--- config.mk ---
export PLATFORM = sky130hd
export DESIGN_NAME = uart_tx_arbiter_flat
export DESIGN_NICKNAME = d
export VERILOG_FILES = /design/src/rtl/uart_tx_arbiter_if.sv /design/src/rtl/uart_tx_arbiter.sv /design/src/flat_wrapper.sv
export SDC_FILE = /design/constraint.sdc
export NUM_CORES = 1
export LEC_CHECK = 0
export BUFFER_PORTS_ARGS = -buffer_cell sky130_fd_sc_hd__buf_2
export CAP_MARGIN = 20
export CORE_ASPECT_RATIO = 1.4
export CORE_UTILIZATION = 30
export DETAILED_ROUTE_END_ITERATION = 6
export MAX_ROUTING_LAYER = met4
export SKIP_CTS_REPAIR_TIMING = 1
export SLEW_MARGIN = 25
export SYNTH_ARGS = -nofsm -noshare
export SYNTH_HDL_FRONTEND = slang
export SYNTH_SLANG_ARGS = --single-unit
--- constraint.sdc ---
create_clock -name clk -period 3.25 [get_ports clk]
set_input_delay 0.65 -clock clk [delete_from_list [all_inputs] [get_ports clk]]
set_output_delay 0.65 -clock clk [all_outputs]
set_load 0.05 [all_outputs]
--- src/rtl/uart_tx_arbiter_if.sv ---
// Handshake bundle between byte requesters, the arbiter and the UART transmitter.
// master: arbiter side; slave: requester/transmitter side.
interface uart_tx_arbiter_if #(
   parameter int unsigned NUM_REQ = 4
);
   localparam int unsigned IdW = $clog2(NUM_REQ);

   logic [NUM_REQ-1:0]   req;
   logic [NUM_REQ*8-1:0] req_data;
   logic [NUM_REQ-1:0]   ack;
   logic [NUM_REQ-1:0]   done;
   logic                 tx_start;
   logic [7:0]           tx_data;
   logic                 tx_done;
   logic                 busy;
   logic [IdW-1:0]       grant_id;
   logic                 timeout;

   modport master (
      input  req, req_data, tx_done,
      output ack, done, tx_start, tx_data, busy, grant_id, timeout
   );

   modport slave (
      output req, req_data, tx_done,
      input  ack, done, tx_start, tx_data, busy, grant_id, timeout
   );
endinterface

--- src/rtl/uart_tx_arbiter.sv ---
// Round-robin arbiter sharing one UART transmitter among NUM_REQ byte requesters.
// IDLE picks a requester, LAUNCH pulses tx_start/ack, WAIT holds until tx_done.
// Optional WAIT watchdog compiled in with macro UART_TX_TIMEOUT_EN.
module uart_tx_arbiter #(
   parameter int unsigned NUM_REQ        = 4,
   parameter int unsigned TIMEOUT_CYCLES = 2_000_000
) (
   input  logic                   clk,
   input  logic                   reset,
   uart_tx_arbiter_if.master      bus
);
   localparam int unsigned IdW = $clog2(NUM_REQ);

   // Elaboration-time guard on the legal configuration range.
   if (NUM_REQ < 2 || NUM_REQ > 8 || TIMEOUT_CYCLES < 2) begin : g_param_err
      $error("uart_tx_arbiter: NUM_REQ must be 2..8 and TIMEOUT_CYCLES >= 2");
   end

   typedef enum logic [1:0] {StIdle, StLaunch, StWait} state_e;

   state_e             state_q;
   logic [IdW-1:0]     rr_ptr_q;
   logic [IdW-1:0]     grant_id_q;
   logic [7:0]         tx_data_q;
   logic [NUM_REQ-1:0] ack_q;
   logic [NUM_REQ-1:0] done_q;
   logic               tx_start_q;
   logic               busy_q;
   logic               timeout_q;

   logic [IdW-1:0]     pick;
   logic               pick_vld;
   logic [7:0]         pick_data;
   logic [IdW-1:0]     next_ptr;

`ifdef UART_TX_TIMEOUT_EN
   localparam int unsigned CntW = $clog2(TIMEOUT_CYCLES);
   logic [CntW-1:0] cnt_q;
`endif

   // First pending request at or above rr_ptr, wrapping modulo NUM_REQ.
   always_comb begin
      int unsigned idx;
      idx      = 0;
      pick     = '0;
      pick_vld = 1'b0;
      for (int unsigned i = 0; i < NUM_REQ; i++) begin
         idx = (32'(rr_ptr_q) + i) % NUM_REQ;
         for (int unsigned j = 0; j < NUM_REQ; j++) begin
            if (!pick_vld && (idx == j) && bus.req[j]) begin
               pick     = IdW'(j);
               pick_vld = 1'b1;
            end
         end
      end
   end

   // Byte slice of the picked requester.
   always_comb begin
      pick_data = '0;
      for (int unsigned j = 0; j < NUM_REQ; j++) begin
         if (pick == IdW'(j)) pick_data = bus.req_data[8*j +: 8];
      end
   end

   // Pointer moves just past the requester that was last served.
   assign next_ptr = (grant_id_q == IdW'(NUM_REQ - 1)) ? '0 : grant_id_q + 1'b1;

   // Arbitration FSM; all outputs are registered and pulses last one cycle.
   always_ff @(posedge clk or negedge reset) begin
      if (!reset) begin
         state_q    <= StIdle;
         rr_ptr_q   <= '0;
         grant_id_q <= '0;
         tx_data_q  <= '0;
         ack_q      <= '0;
         done_q     <= '0;
         tx_start_q <= 1'b0;
         busy_q     <= 1'b0;
         timeout_q  <= 1'b0;
`ifdef UART_TX_TIMEOUT_EN
         cnt_q      <= '0;
`endif
      end else begin
         ack_q      <= '0;
         done_q     <= '0;
         tx_start_q <= 1'b0;
         timeout_q  <= 1'b0;
         case (state_q)
            StIdle: begin
               if (pick_vld) begin
                  state_q    <= StLaunch;
                  grant_id_q <= pick;
                  tx_data_q  <= pick_data;
                  ack_q      <= NUM_REQ'(1) << pick;
                  tx_start_q <= 1'b1;
                  busy_q     <= 1'b1;
               end
            end
            StLaunch: begin
               state_q <= StWait;
`ifdef UART_TX_TIMEOUT_EN
               cnt_q   <= '0;
`endif
            end
            StWait: begin
               // Completion wins over a coincident watchdog expiry.
               if (bus.tx_done) begin
                  state_q  <= StIdle;
                  done_q   <= NUM_REQ'(1) << grant_id_q;
                  rr_ptr_q <= next_ptr;
                  busy_q   <= 1'b0;
`ifdef UART_TX_TIMEOUT_EN
               end else if (cnt_q == CntW'(TIMEOUT_CYCLES - 1)) begin
                  state_q   <= StIdle;
                  timeout_q <= 1'b1;
                  rr_ptr_q  <= next_ptr;
                  busy_q    <= 1'b0;
               end else begin
                  cnt_q <= cnt_q + 1'b1;
`endif
               end
            end
            default: begin
               state_q <= StIdle;
               busy_q  <= 1'b0;
            end
         endcase
      end
   end

   assign bus.ack      = ack_q;
   assign bus.done     = done_q;
   assign bus.tx_start = tx_start_q;
   assign bus.tx_data  = tx_data_q;
   assign bus.busy     = busy_q;
   assign bus.grant_id = grant_id_q;
`ifdef UART_TX_TIMEOUT_EN
   assign bus.timeout  = timeout_q;
`else
   assign bus.timeout  = 1'b0;
   logic unused_timeout;
   assign unused_timeout = timeout_q;
`endif
endmodule

--- src/flat_wrapper.sv ---
// flat-port wrapper written by rule: the top's interface ports become plain ports
module uart_tx_arbiter_flat 
#(
   parameter int unsigned NUM_REQ        = 4,
   parameter int unsigned TIMEOUT_CYCLES = 2_000_000
)
  (clk, reset, bus_req, bus_req_data, bus_tx_done, bus_ack, bus_done, bus_tx_start, bus_tx_data, bus_busy, bus_grant_id, bus_timeout);
  uart_tx_arbiter_if #(.NUM_REQ(NUM_REQ)) bus_i ();
  input  logic clk;
  input  logic reset;
  input wire logic [$bits(bus_i.req)-1:0] bus_req;
  input wire logic [$bits(bus_i.req_data)-1:0] bus_req_data;
  input wire logic [$bits(bus_i.tx_done)-1:0] bus_tx_done;
  output wire logic [$bits(bus_i.ack)-1:0] bus_ack;
  output wire logic [$bits(bus_i.done)-1:0] bus_done;
  output wire logic [$bits(bus_i.tx_start)-1:0] bus_tx_start;
  output wire logic [$bits(bus_i.tx_data)-1:0] bus_tx_data;
  output wire logic [$bits(bus_i.busy)-1:0] bus_busy;
  output wire logic [$bits(bus_i.grant_id)-1:0] bus_grant_id;
  output wire logic [$bits(bus_i.timeout)-1:0] bus_timeout;
  assign bus_i.req = bus_req;
  assign bus_i.req_data = bus_req_data;
  assign bus_i.tx_done = bus_tx_done;
  assign bus_ack = bus_i.ack;
  assign bus_done = bus_i.done;
  assign bus_tx_start = bus_i.tx_start;
  assign bus_tx_data = bus_i.tx_data;
  assign bus_busy = bus_i.busy;
  assign bus_grant_id = bus_i.grant_id;
  assign bus_timeout = bus_i.timeout;
  uart_tx_arbiter #(.NUM_REQ(NUM_REQ), .TIMEOUT_CYCLES(TIMEOUT_CYCLES)) u_core (.clk(clk), .reset(reset), .bus(bus_i));
endmodule
# == After elaboration in Yosys (flattened, before gate mapping) ==
# Index checks and enable logic that the tools add are counted.
# op_classes
multipliers,0
reduce_logical,56
n_bitwise,1
mux,48
n_eq_ne,20
shifts,2
div,0
magnitude_cmp,0
addsub,4
# op_table
cell,count
$logic_not 32->1,4
$mux 2,17
$mux 8,4
$logic_and 1x1->1,31
$eq 2x2->1 const B,12
$mux 1,21
$mux 4,4
$logic_not 1->1,15
$eq 2x1->1 const B,6
$shl 1x2->4 const A,2
$pmux 2 s3,1
$reduce_and 2->1,3
$add 2x1->2 const B,2
$add 2x2->2 const B,2
$logic_not 2->1,2
$pmux 1 s3,1
$reduce_and 3->1,1
$ne 2x1->1 const B,1
$ne 2x2->1 const B,1
$not 1->1,1
# word_totals
latch_bits,0
elab_cells,139
ram_bits,0
reg_bits,24
mem_bits_ro,0
mem_count,0

# == Logic depth before layout (Yosys ltp) ==
# logic_depth
depth_word,68
mapped_depth,8
depth_no_buf,5

# == Worst setup path after synthesis ==
# OpenSTA, ideal clock, no wires.
# synth_path
kind,input port to flip-flop
startpoint,input port bus_req[3]
endpoint,register u_core.tx_data_q[0] (netlist: u_core.bus.tx_data[0])
n_path_buf,1
required_time_ns,3.120
setup_slack_ns,1.417
cell_stages,6
setup_time_ns,0.130
arrival_ns,1.703
cell_sequence,buf_4 > a211oi_1 > o31a_1 > and2_1 > a2111oi_2 > o21ai_1
# synth_via
elab_chain_cells,55
elab_cells_between_ends,72
cone_classes,eq/ne: 3; mux: 30; reduce/logical: 39
# synth_rtl
element,line,source
from (decl),flat_wrapper.sv:11,input wire logic [$bits(bus_i.req)-1:0] bus_req;
$logic_and 1x1->1,uart_tx_arbiter.sv:50,if (!pick_vld && (idx == j) && bus.req[j]) begin
$mux 1,uart_tx_arbiter.sv:50,
$logic_not 1->1,uart_tx_arbiter.sv:50,
$logic_and 1x1->1 (2 in a row),uart_tx_arbiter.sv:50,
$mux 1,uart_tx_arbiter.sv:50,
$logic_not 1->1,uart_tx_arbiter.sv:50,
$logic_and 1x1->1 (2 in a row),uart_tx_arbiter.sv:50,
$mux 1,uart_tx_arbiter.sv:50,
[... 32 more ...],--,
$logic_not 1->1,uart_tx_arbiter.sv:50,
$logic_and 1x1->1 (2 in a row),uart_tx_arbiter.sv:50,
$mux 1,uart_tx_arbiter.sv:50,
$logic_not 1->1,uart_tx_arbiter.sv:50,
$logic_and 1x1->1 (2 in a row),uart_tx_arbiter.sv:50,
$mux 2,uart_tx_arbiter.sv:50,
$logic_not 2->1,uart_tx_arbiter.sv:62,if (pick == IdW'(j)) pick_data = bus.req_data[8*j +: 8];
$mux 8 (4 in a row),uart_tx_arbiter.sv:62,
to (signal assigned),uart_tx_arbiter.sv:94,tx_data_q <= pick_data;
to (decl),uart_tx_arbiter.sv:24,logic [7:0] tx_data_q;
# Several ways; a longest one is shown, not always the timed one.
# A chain may end at the register's enable or synchronous reset.

# == Worst setup path after layout ==
# layout_path
startpoint,register u_core.rr_ptr_q[1]
endpoint,register u_core.tx_data_q[7] (netlist: u_core.bus.tx_data[7])
# layout_via
elab_chain_cells,68
elab_cells_between_ends,105
cone_classes,add/sub: 3; eq/ne: 15; mux: 35; reduce/logical: 52
# layout_rtl
element,line,source
from (decl),uart_tx_arbiter.sv:22,logic [IdW-1:0] rr_ptr_q;
from (signal assigned),uart_tx_arbiter.sv:111,rr_ptr_q <= next_ptr;
$logic_not 32->1,uart_tx_arbiter.sv:50,
$logic_and 1x1->1,uart_tx_arbiter.sv:50,
$mux 1,uart_tx_arbiter.sv:50,
$logic_not 1->1,uart_tx_arbiter.sv:50,
$logic_and 1x1->1 (2 in a row),uart_tx_arbiter.sv:50,
$mux 1,uart_tx_arbiter.sv:50,
$logic_not 1->1,uart_tx_arbiter.sv:50,
$logic_and 1x1->1 (2 in a row),uart_tx_arbiter.sv:50,
[... 45 more ...],--,
$logic_not 1->1,uart_tx_arbiter.sv:50,
$logic_and 1x1->1 (2 in a row),uart_tx_arbiter.sv:50,
$mux 1,uart_tx_arbiter.sv:50,
$logic_not 1->1,uart_tx_arbiter.sv:50,
$logic_and 1x1->1 (2 in a row),uart_tx_arbiter.sv:50,
$mux 2,uart_tx_arbiter.sv:50,
$logic_not 2->1,uart_tx_arbiter.sv:62,
$mux 8 (4 in a row),uart_tx_arbiter.sv:62,
# Several ways; a longest one is shown, not always the timed one.

==> out/results.tsv <==
metric	value	unit
status	finished clean	
Die Span Y	82.2	µm
Fin Clk Skew	2.39	ps
HPWL after detailed placement	2510	µm
final setup fails	0	
die area	4870	µm²
Remaining DRCs	0	
Iter 0 DRT Violations	31	
Worst-Skew Late Latency	260	ps
fin crit share	58.4	%
GPL Wtd Cong	0.808	
CP startpoint	u_core.rr_ptr_q[1]	
Final Hold Vio Count	0	
R2R cell count	5	
Core Region	4310	µm²
Async SR Flop Fraction	100	%
largest incremental delay on the critical path	580	ps
relative slew slack	52.9	%
via count	1220	
CP Capture Type	flop	
clock buffer count from CTS	3	
YS warnings	0	
# port buffers	58	
Post-synth EDFFs	0	
layout cells sized above 1	37.5	%
I/O Pins	60	
Mean Syn Cell Area	9.85	µm²
RR Startpoint	u_core.rr_ptr_q[1]	
clk sinks	24	
non-filler cells, final	252	
minimum clock period after layout	1900	ps
commonest non-fill, non-tap cell in the layout	buf_2	
Final Slew Violations	0	
Critical Path RT	3420	ps
R2R setup slack	1350	ps
Hold Path Class	input pin to asynchronous set/reset pin	
H-tree levels	1	
delay-heaviest family, CP	compound AO/OA/AOI/OAI gates	
Mapped Nets	183	
CP Cell Sequence	inv_1 -> a21oi_1 -> o221ai_1 -> a221oi_1 -> o31ai_1	
nets@finish	236	
clock buffer depth	2	
Root Driver	clkbuf_8	
antenna violations before repair	0	
RSZ-0062 raised after global routing	false	
Post-Synthesis Cells	140	
#FFs+latches synth	24	
power per standard cell area	949	nW/µm²
max-cap violations	0	
placed cells	248	
Setup TNS Final	0	ps
fin util	39.8	%
Levels on crit path	5	
CP max-delay cell	o221ai_1	
TritonCTS clock tree	built	
drt via density	4.84	
Layout area overhead	24.3	%
number of global-route vias before repair	1076	
Initial Utilization	32.0	%
Total Routing Usage GR	14.4	%
maximum VDD drop	296	µV
# diodes	0	
Critical Path End	u_core.bus.tx_data[7]	
register area share after synthesis	43.6	%
Routed Antenna Nets	0	
drt pass-1 iters	4	
die width	59.3	µm
final wirelength	3330	µm
Top FF cell, synth	dfrtp_1	
critical path class	flop to flop	
gr ovfl total	0	
Leakage Power	0.829	nW
CP startpoint kind	flop	
commonest non-fill, non-tap cells in the layout	buf_2, dfrtp_1, nand2_1	
worst path bufs/invs	1	
largest net degree at the start of global routing	25	
worst slew pin tran	707	ps
drt wl/cell	13.2	µm
CP max FO	11	
WP data arrival	2070	ps
CTS clk-pin slew, worst paths	80	ps
first-pass GRT wire length	5160	µm
Cell Rows	28	
fmax	0.527	GHz
Cell variety after synth	39	
reg2reg end	u_core.bus.tx_data[7]	
Post-Syn Area	1380	µm²
state kept, by name (all words and copies together) (netlist names):
| signal | cells |
|---|---|
| u_core.bus.busy | 1 |
| u_core.bus.done | 4 |
| u_core.state_q | 2 |
| u_core.bus.tx_data | 8 |
| u_core.bus.ack | 4 |
| u_core.bus.tx_start | 1 |
| u_core.bus.grant_id | 2 |
| u_core.rr_ptr_q | 2 |
logic make-up after synthesis:
family	share of synthesized area (%)
adders and majority gates	3.63
buffers and inverters	8.26
other	0.272
muxes	0.817
and+or+nand+nor	19.7
AOI/OAI and AO/OA	23.8
DFF	43.6
cell usage after synthesis, types with 2 or more instances:
cell       count  area share [%]
dfrtp_1       24              44
nand2_1       14             3.8
nor2_1        10             2.7
o211ai_1      10             5.4
and2_1         8             3.6
o21ai_0        7             2.5
a221oi_1       6             3.8
inv_1          6             1.6
nand3_1        5             1.8
o21ai_1        5             1.8
buf_4          4             2.2
buf_6          4             3.3
ha_1           4             3.6
nor2b_1        4             1.8
a2111oi_2      2             2.2
a21oi_1        2            0.73
buf_2          2            0.73
nor3b_1        2             1.1
how the worst min path moves through the flow:
stage / depth (start not counted) / end / from / slack [ps]
finish: 1 / u_core.bus.done[2] / reset / 360
global route: 1 / u_core.bus.done[2] / reset / 400
CTS: 1 / u_core.bus.tx_data[5] / reset / 380
detailed placement: 2 / u_core.bus.tx_data[4] / u_core.bus.tx_data[4] / 490
global placement: 2 / u_core.bus.tx_data[4] / u_core.bus.tx_data[4] / 480
floorplan: 0 / u_core.bus.ack[0] / reset / 350
per-layer routing:
layer  routed length (µm)  vias up  share of wire, %  global-route usage, %
met5                    0        -                 0                      -
met4                   73        0               2.2                   6.43
met3                  123        7               3.7                   2.02
met2                 1660       31                50                   22.6
met1                 1470      575                44                   18.2
li1                     -      607                 -                      -
where the power goes:
part	internal (mW)	switching (mW)	leakage, nW	total, mW
sequential	0.413	0.100	0.307	0.513
combinational	0.271	0.641	0.492	0.913
clock	0.108	0.0931	0.0288	0.201
worst reg2reg max path, cell delays in order, from the launching register on:
cell      delay, ps
dfrtp_1         510
inv_1           200
a21oi_1          90
o221ai_1        580
a221oi_1        170
o31ai_1         260
cell type report:
class                           count  area [µm²]
Clock buffer                        4        55.1
Fill cell                         460        2590
Inverter                            7        28.8
Multi-Input combinational cell     99         664
Sequential cell                    24         601
Tap cell                           60        75.1
Timing Repair Buffer               58         290
through the flow:
step                setup slack [ps]  cell area [µm²]  power, mW  hold WS (ps)
global placement                1110             1660       1.43           481
CTS                             1330             1710       1.64           377
finish                          1350             1710       1.63           356
global route                    1170             1710       1.75           396
floorplan                       1420             1380       1.27           354
detailed placement              1050             1660       1.44           488
No activity file was read; power rests on OpenSTA's default activity.
